[config.mk]
export PLATFORM = sky130hd
export DESIGN_NAME = onehot_scan_encoder
export DESIGN_NICKNAME = d
export VERILOG_FILES = /design/src/rtl/onehot_scan_encoder_pkg.sv /design/src/rtl/onehot_scan_encoder_prio_enc_lsb.sv /design/src/rtl/onehot_scan_encoder.sv
export SDC_FILE = /design/constraint.sdc
export NUM_CORES = 1
export LEC_CHECK = 0
export CORE_ASPECT_RATIO = 0.75
export CORE_MARGIN = 2
export CORE_UTILIZATION = 49
export CTS_BUF_LIST = sky130_fd_sc_hd__clkbuf_16
export CTS_CLUSTER_DIAMETER = 80
export DETAILED_ROUTE_END_ITERATION = 12
export GPL_ROUTABILITY_DRIVEN = 0
export MAX_ROUTING_LAYER = met4
export PLACE_DENSITY = 0.72
export SYNTH_ARGS = -nofsm -noshare
export SYNTH_HDL_FRONTEND = slang
export SYNTH_SLANG_ARGS = --single-unit
[constraint.sdc]
create_clock -name clock -period 2.6 [get_ports clock]
set_input_delay 0.52 -clock clock [delete_from_list [all_inputs] [get_ports clock]]
set_output_delay 0.52 -clock clock [all_outputs]
set_load 0.02 [all_outputs]
[src/rtl/onehot_scan_encoder_pkg.sv]
// ---------------------------------------------------------------------------
// onehot_scan_encoder_pkg
//   Shared definitions for the one-hot scan encoder slice:
//     - IDX_W_DEFAULT : default index width (vector width is 1 << IDX_W)
//     - state_t       : scan FSM state encoding (ST_IDLE / ST_EMIT / ST_DONE)
//     - vec_width()   : derives the request-vector width from the index width
// ---------------------------------------------------------------------------
package onehot_scan_encoder_pkg;

  localparam int IDX_W_DEFAULT = 4;

  typedef enum logic [1:0] {
    ST_IDLE = 2'd0,
    ST_EMIT = 2'd1,
    ST_DONE = 2'd2
  } state_t;

  // Every index 0 .. VEC_W-1 fits IDX_W bits exactly.
  function automatic int vec_width(input int idx_w);
    return 1 << idx_w;
  endfunction

endpackage

[src/rtl/onehot_scan_encoder_prio_enc_lsb.sv]
// ---------------------------------------------------------------------------
// prio_enc_lsb
//   Purely combinational priority encoder: the lowest set bit wins.
//   Ports:
//     vec  in  VEC_W  vector to encode
//     idx  out IDX_W  index of the lowest set bit (0 when vec is zero)
//     any  out 1      vec has at least one bit set
// ---------------------------------------------------------------------------
module prio_enc_lsb
  import onehot_scan_encoder_pkg::*;
#(
  parameter  int IDX_W = IDX_W_DEFAULT,
  localparam int VEC_W = vec_width(IDX_W)
) (
  input  logic [VEC_W-1:0] vec,
  output logic [IDX_W-1:0] idx,
  output logic             any
);

  // NOTE: every output of an always_comb gets a default first, so no path
  // through the block leaves a variable unassigned and no latch is inferred.
  always_comb begin
    idx = '0;
    any = |vec;
    // Scan from the top down so the last hit, i.e. the lowest bit, wins.
    for (int i = VEC_W - 1; i >= 0; i--) begin
      if (vec[i]) begin
        idx = IDX_W'(i);
      end
    end
  end

endmodule

[src/rtl/onehot_scan_encoder.sv]
// ---------------------------------------------------------------------------
// onehot_scan_encoder
//   Takes a request vector and emits the binary index of each set bit,
//   lowest first, one per valid/ready handshake, then pulses done with the
//   number of indices emitted.
//   Ports:
//     clock       in  1        rising-edge clock
//     reset       in  1        asynchronous, active-high reset
//     vec_in      in  VEC_W    request vector, taken when vec_load & load_ready
//     vec_load    in  1        load strobe
//     load_ready  out 1        high only while idle
//     idx_out     out IDX_W    index of the current lowest pending bit
//     idx_valid   out 1        idx_out is valid
//     idx_ready   in  1        consumer takes idx_out this cycle
//     done        out 1        one-cycle pulse after the vector is drained
//     count_out   out IDX_W+1  indices emitted for the last vector
// ---------------------------------------------------------------------------
module onehot_scan_encoder
  import onehot_scan_encoder_pkg::*;
#(
  parameter  int IDX_W = IDX_W_DEFAULT,
  localparam int VEC_W = vec_width(IDX_W)
) (
  input  logic             clock,
  input  logic             reset,
  input  logic [VEC_W-1:0] vec_in,
  input  logic             vec_load,
  output logic             load_ready,
  output logic [IDX_W-1:0] idx_out,
  output logic             idx_valid,
  input  logic             idx_ready,
  output logic             done,
  output logic [IDX_W:0]   count_out
);

  state_t           state, state_n;
  logic [VEC_W-1:0] pending, pending_n;
  logic [IDX_W-1:0] idx_n;
  logic             valid_n;
  logic [IDX_W:0]   cnt, cnt_n;

  // Pending vector with the currently presented index removed; this is what
  // remains once the consumer takes idx_out.
  logic [VEC_W-1:0] pending_clr;
  logic [IDX_W-1:0] load_idx, acc_idx;
  logic             load_any, acc_any;

  assign pending_clr = pending & ~(VEC_W'(1) << idx_out);

  prio_enc_lsb #(.IDX_W(IDX_W)) u_enc_load (
    .vec (vec_in),
    .idx (load_idx),
    .any (load_any)
  );

  prio_enc_lsb #(.IDX_W(IDX_W)) u_enc_acc (
    .vec (pending_clr),
    .idx (acc_idx),
    .any (acc_any)
  );

  // NOTE: state, pending bits and outputs are all flops with a defined reset
  // value, so an abort mid-scan leaves nothing stale behind; non-blocking
  // assignments keep every flop updating from the pre-edge values.
  always_ff @(posedge clock or posedge reset) begin
    if (reset) begin
      state     <= ST_IDLE;
      pending   <= '0;
      idx_out   <= '0;
      idx_valid <= 1'b0;
      cnt       <= '0;
    end else begin
      state     <= state_n;
      pending   <= pending_n;
      idx_out   <= idx_n;
      idx_valid <= valid_n;
      cnt       <= cnt_n;
    end
  end

  always_comb begin
    state_n   = state;
    pending_n = pending;
    idx_n     = idx_out;
    valid_n   = idx_valid;
    cnt_n     = cnt;

    unique case (state)
      ST_IDLE: begin
        if (vec_load) begin
          cnt_n = '0;
          if (load_any) begin
            pending_n = vec_in;
            idx_n     = load_idx;
            valid_n   = 1'b1;
            state_n   = ST_EMIT;
          end else begin
            // Empty vector: nothing to emit, report a zero count straight away.
            state_n = ST_DONE;
          end
        end
      end

      ST_EMIT: begin
        // vec_load is ignored here; only a transfer advances the scan.
        if (idx_valid && idx_ready) begin
          pending_n = pending_clr;
          cnt_n     = cnt + (IDX_W + 1)'(1);
          if (acc_any) begin
            idx_n = acc_idx;
          end else begin
            // idx_out keeps its last value once valid drops.
            valid_n = 1'b0;
            state_n = ST_DONE;
          end
        end
      end

      ST_DONE: begin
        state_n = ST_IDLE;
      end

      default: begin
        state_n   = ST_IDLE;
        pending_n = '0;
        valid_n   = 1'b0;
      end
    endcase
  end

  // Decoded from the state register, so reset clears them without a cycle
  // of delay and a mid-scan reset never produces a done pulse.
  assign load_ready = (state == ST_IDLE);
  assign done       = (state == ST_DONE);
  assign count_out  = cnt;

endmodule

# [Word level (Yosys, flattened, before mapping)]
# Cells that the tools add are included.
[classes] n_reduce_logical=10 n_lt_le_gt_ge=0 shifts=1 n_div=0 bitwise=3 mux=54 mul=0 n_eq_ne=7 add_sub_neg=1
[ops] cell="$mux 4" n=36
[ops] cell="$mux 16" n=3
[ops] cell="$pmux 16 s3" n=1
[ops] cell="$reduce_or 16->1" n=2
[ops] cell="$and 16x16->16" n=1
[ops] cell="$not 16->16" n=1
[ops] cell="$shl 1x4->16 const A" n=1
[ops] cell="$mux 5" n=2
[ops] cell="$pmux 5 s2" n=1
[ops] cell="$reduce_and 5->1" n=2
[ops] cell="$mux 2" n=4
[ops] cell="$ne 2x2->1 const B" n=4
[ops] cell="$pmux 4 s2" n=1
[ops] cell="$reduce_and 3->1" n=2
[ops] cell="$add 5x1->5 const B" n=1
[ops] cell="$mux 1" n=4
[ops] cell="$pmux 2 s2" n=1
[ops] cell="$reduce_and 4->1" n=1
[ops] cell="$pmux 1 s3" n=1
[ops] cell="$eq 2x1->1 const B" n=1
[ops] cell="$eq 2x2->1 const B" n=1
[ops] cell="$logic_not 2->1" n=1
[ops] cell="$ne 2x1->1 const B" n=1
[ops] cell="$reduce_bool 2->1" n=1
[ops] cell="2 further kinds" n=2
[totals] mem_count=0 ff_bits=28 ram_bits=0 rom_bits=0 latch_bits=0 output_inout_bits=12 elab_cells=81

# [Logic depth before layout (Yosys ltp)]
[depth] depth_word=22 mapped_depth=9 ltp_nobuf=6

# [Modules after synthesis]
# A second synthesis with hierarchy kept.
[unflattened] cells_unflattened=247 hier_area_um2=2158.3
[modules_own_cells] mod="onehot_scan_encoder" area_per_inst_um2=1805.5 instances=1 seq_area_each_um2=700.7 cells_each=179
[modules_own_cells] mod="prio_enc_lsb" area_per_inst_um2=176.4 instances=2 seq_area_each_um2=0.0 cells_each=34

# [Least setup slack after synthesis]
# No wires, ideal clock.
[synth_timing] path_kind="register -> register" start="register idx_out[0]" end="register state[0]" arrival_time_ns=1.906 slack_ns=0.575 path_buffers=1 required_ns=2.481 setup_ns=0.119 path_stages_with_launch=8 cell_sequence="dfrtp_1 -> buf_6 -> or4b_4 -> a21oi_4 -> o22ai_2 -> nor4b_4 -> nand2b_1 -> and2_1"
[synth_between] elab_chain_cells=6
[synth_lines] item="from (decl)" line_no="onehot_scan_encoder.sv:29" rtl="output logic [IDX_W-1:0] idx_out,"
[synth_lines] item="from (signal assigned)" line_no="onehot_scan_encoder.sv:75" rtl="idx_out <= idx_n;"
[synth_lines] item="$shl 1x4->16" line_no="onehot_scan_encoder.sv:48" rtl="assign pending_clr = pending & ~(VEC_W'(1) << idx_out);"
[synth_lines] item="$not 16->16" line_no="onehot_scan_encoder.sv:48"
[synth_lines] item="$and 16x16->16" line_no="onehot_scan_encoder.sv:48"
[synth_lines] item="$reduce_or 16->1" line_no="onehot_scan_encoder_prio_enc_lsb.sv:24" rtl="any = |vec;"
[synth_lines] item="$ne 2x2->1 (no source line)"
[synth_lines] item="$reduce_and 3->1 (no source line)"
[synth_lines] item="to (signal assigned)" line_no="onehot_scan_encoder.sv:73" rtl="state <= state_n;"
[synth_lines] item="to (decl)" line_no="onehot_scan_encoder.sv:36" rtl="state_t state, state_n;"
# No other way between the ends.
# A chain may end at the register's enable or synchronous reset.

# [Final worst setup path]
[layout_timing] start="register idx_out[2]" end="output port idx_out[2]"
# No word-level cell between the ends.

==> results.md <==
* Input/output buffers at 31
* Critical path start-end classification: flip-flop to output port
* Data required, critical path at 2.08 ns
* Master cell of the clock root buffer: sky130_fd_sc_hd__clkbuf_16
* Number of maximum-capacitance constraint violations at 0
* Slack of the worst reg-to-reg path at 0.32 ns
* Routed wire per std cell at 17.5 µm
* Total area of multi-input combinational cells at 1340 µm²
* Arrival @ worst endpoint at 1.76 ns
* Final wirelength at 6140 µm
* Commonest register cell after synthesis: sky130_fd_sc_hd__dfrtp_1
* Number of flops mapped to enable cells by yosys at 0
* Maximum fanout along the worst path at 15
* Maximum buffer depth of the clock tree at 2
* DRC violation count after routing at 0
* Final-layout fill cell count at 377
* Tightest Pin Transition at 0.483 ns
* Busiest metal layer after global routing: met2
* Initial Util at 52.0%
* Met2 capacity usage during global routing at 44.6%
* Final Non-Filler Cells at 351
* Worst slew margin at 67.8%
* Number of distinct library cell variants in the gate-level netlist after synthesis at 62
* Largest net degree at the start of global routing at 29
* TritonCTS clock tree: built
* Met1 track demand over resource in global routing at 38.7%
* Maximum clock frequency at 439 MHz
* I/O pin cnt at 32
* Worst R2R Path Depth at 7
* Count of final setup violators at 0
* Area of the die at 4960 µm²
* Critical Path Source Type: flip-flop
* Placed Cells at 348
* Fin. max-slew vios at 0
* Number of search-and-repair iterations in the first detailed-routing pass at 5
* Maximum resistive drop on vdd at 0.000409 V
* Count of antenna diodes in the layout at 0
* Synthesis Warnings at 0
* Share of post-route cells with drive strength above 1 at 14.5%
* Final critical-path required period at 2.28 ns
* Number of antenna violations at the first check in global routing at 0
* Period utilization at 87.6%
* HPWL reported at the end of detailed placement at 4620 µm
* Std-Cell Core Area at 4150 µm²
* Leak pwr at 1.06 nW
* Number of hold violations in the final report at 0
* Number of global-route vias before repair at 2050
* Layout Utilization at 65.1%
* DR vias at 2182
* Unrepaired setup endpoints after global routing: no
* Commonest cells after routing, fill and taps aside: sky130_fd_sc_hd__clkdlybuf4s50_1 (31), sky130_fd_sc_hd__nor2_1 (29), sky130_fd_sc_hd__dfrtp_1 (28), sky130_fd_sc_hd__buf_4 (23), sky130_fd_sc_hd__nand2_1 (19)
* Total power per unit cell area at 852 nW/µm²
* Setup fix buffers added after clock tree synthesis at 0
* Count of hold buffers inserted by post-cts repair at 0
* Share of flip-flops with an asynchronous set or reset after synthesis at 100%
* Most frequent standard cell in the layout excluding fill and tap cells: sky130_fd_sc_hd__clkdlybuf4s50_1
* H-tree Lvls at 1
* Sort of element at the end of the critical path: output port
* Mean instance size in the synthesized netlist at 8.51 µm²
* Outcome: finished, final reports clean
* Cell row count at 20
* Seq cells post-synth at 28
* Layout Skew at 0.00259 ns
* Area grow syn2layout at 25.1%
* Remaining Overflow, GRT at 0
* Layout Nets at 319
* Layout Cell Area excl Fill at 2700 µm²
* First-pass GRT wire length at 10200 µm
* Clock buffer count from CTS at 3
* Pwr Total at 2.30 mW
* Number of standard cells after synthesis at 254
* Antenna violation net count after detailed routing at 0
* Die X-Extent at 80.7 µm
* GRT Overall Usage at 28.3%
* Sequential cell area fraction in the yosys report at 32.4%
* Synthesized cell area at 2160 µm²
* Clk_lat worst skew at 0.27 ns
* WHS Path Cells at 2
* Number of clock sinks at 28
* Storage cell area at 701 µm²
* Total of cells resized after clock tree synthesis at 0
* Die height at 61.5 µm
* Via-per-instance ratio at 6.22
* Syn_nets at 275
* Met3 Use GR at 4.40%
* Register clock-pin slew on the reported worst setup and hold paths at 0.07 ns
* Setup total negative slack at 0 ns
* Drt initial violations at 231
* Worst Hold Class: flip-flop to flip-flop
* Post-detailed-placement cell area at 2630 µm²
## worst max-delay path, stage by stage (launching register included)
cell and delay (ns):
sky130_fd_sc_hd__dfrtp_1 0.64, sky130_fd_sc_hd__buf_4 0.24, sky130_fd_sc_hd__clkdlybuf4s50_1 0.61
## Yosys cell counts, drive strengths merged (4+ instances only)
| library cell | n | area share, % |
|---|---|---|
| a22o | 5 | 2.0 |
| buf | 11 | 3.2 |
| inv | 9 | 1.6 |
| nand4 | 6 | 1.7 |
| a32oi | 7 | 2.8 |
| o31ai | 4 | 1.4 |
| a31oi | 9 | 3.6 |
| o21ai | 18 | 4.2 |
| and2 | 4 | 1.2 |
| clkbuf | 4 | 0.69 |
| nor4 | 6 | 2.9 |
| o22ai | 5 | 1.7 |
| a21o | 4 | 1.4 |
| nor2 | 30 | 5.6 |
| nand3 | 5 | 1.2 |
| a21oi | 15 | 4.2 |
| nor3 | 7 | 1.6 |
| dfrtp | 28 | 32 |
| nand2b | 11 | 3.2 |
| nand2 | 19 | 3.3 |
## kinds of logic after synthesis
| group | count (synthesis) | synth area share (%) |
|---|---|---|
| AO/OA/AOI/OAI | 84 | 28.3 |
| buffers and inverters | 24 | 5.44 |
| XOR/XNOR | 3 | 1.22 |
| flip-flops | 28 | 32.4 |
| adder cells (fa/ha/maj) | 1 | 0.579 |
| AND/OR/NAND/NOR | 108 | 28.9 |
| multiplexers | 6 | 3.13 |
## sequential cells by signal, indices dropped and copies added, names as in the netlist
signal / cells
count_out: 5
state: 2
idx_out: 4
pending: 16
idx_valid: 1
## through the flow
step | setup WS, ns | hold WS (ns)
after floorplan | 0.575 | 0.489
after global placement | 0.106 | 0.508
after detailed placement | 0.105 | 0.533
after CTS | 0.313 | 0.549
after global routing | 0.179 | 0.587
final | 0.323 | 0.547
## power breakdown
| part | leakage (nW) | switching, mW | internal, mW | total (mW) |
|---|---|---|---|---|
| clock network | 0.0370 | 0.154 | 0.205 | 0.359 |
| logic | 0.702 | 0.613 | 0.563 | 1.18 |
| registers | 0.317 | 0.211 | 0.558 | 0.768 |
| total | 1.06 | 0.977 | 1.33 | 2.30 |
## layout make-up
class	instances	share of cell area, %
clock buffer	3	2.78
inverter	9	1.25
multi-input combinational	202	49.7
sequential	28	25.9
tap	55	2.55
timing repair buffer	54	17.9
## routing by layer
layer | part of all wire, % | wire (µm)
met5 | 0 | 0
met4 | 0.99 | 61
met3 | 8.0 | 492
met2 | 45 | 2780
met1 | 46 | 2810
## final timing paths
kind / from / endpoint
setup / recovery: idx_out[2]$_DFFE_PP0P_ / idx_out[2]
hold / removal: pending[15]$_DFFE_PP0P_ / pending[15]$_DFFE_PP0P_
setup reg to reg: idx_out[0]$_DFFE_PP0P_ / state[0]$_DFFE_PP0P_
hold reg to reg: pending[15]$_DFFE_PP0P_ / pending[15]$_DFFE_PP0P_
max in group asynchronous: reset / pending[0]$_DFFE_PP0P_
min in group asynchronous: reset / pending[12]$_DFFE_PP0P_
No activity file was read; power rests on OpenSTA's default activity.
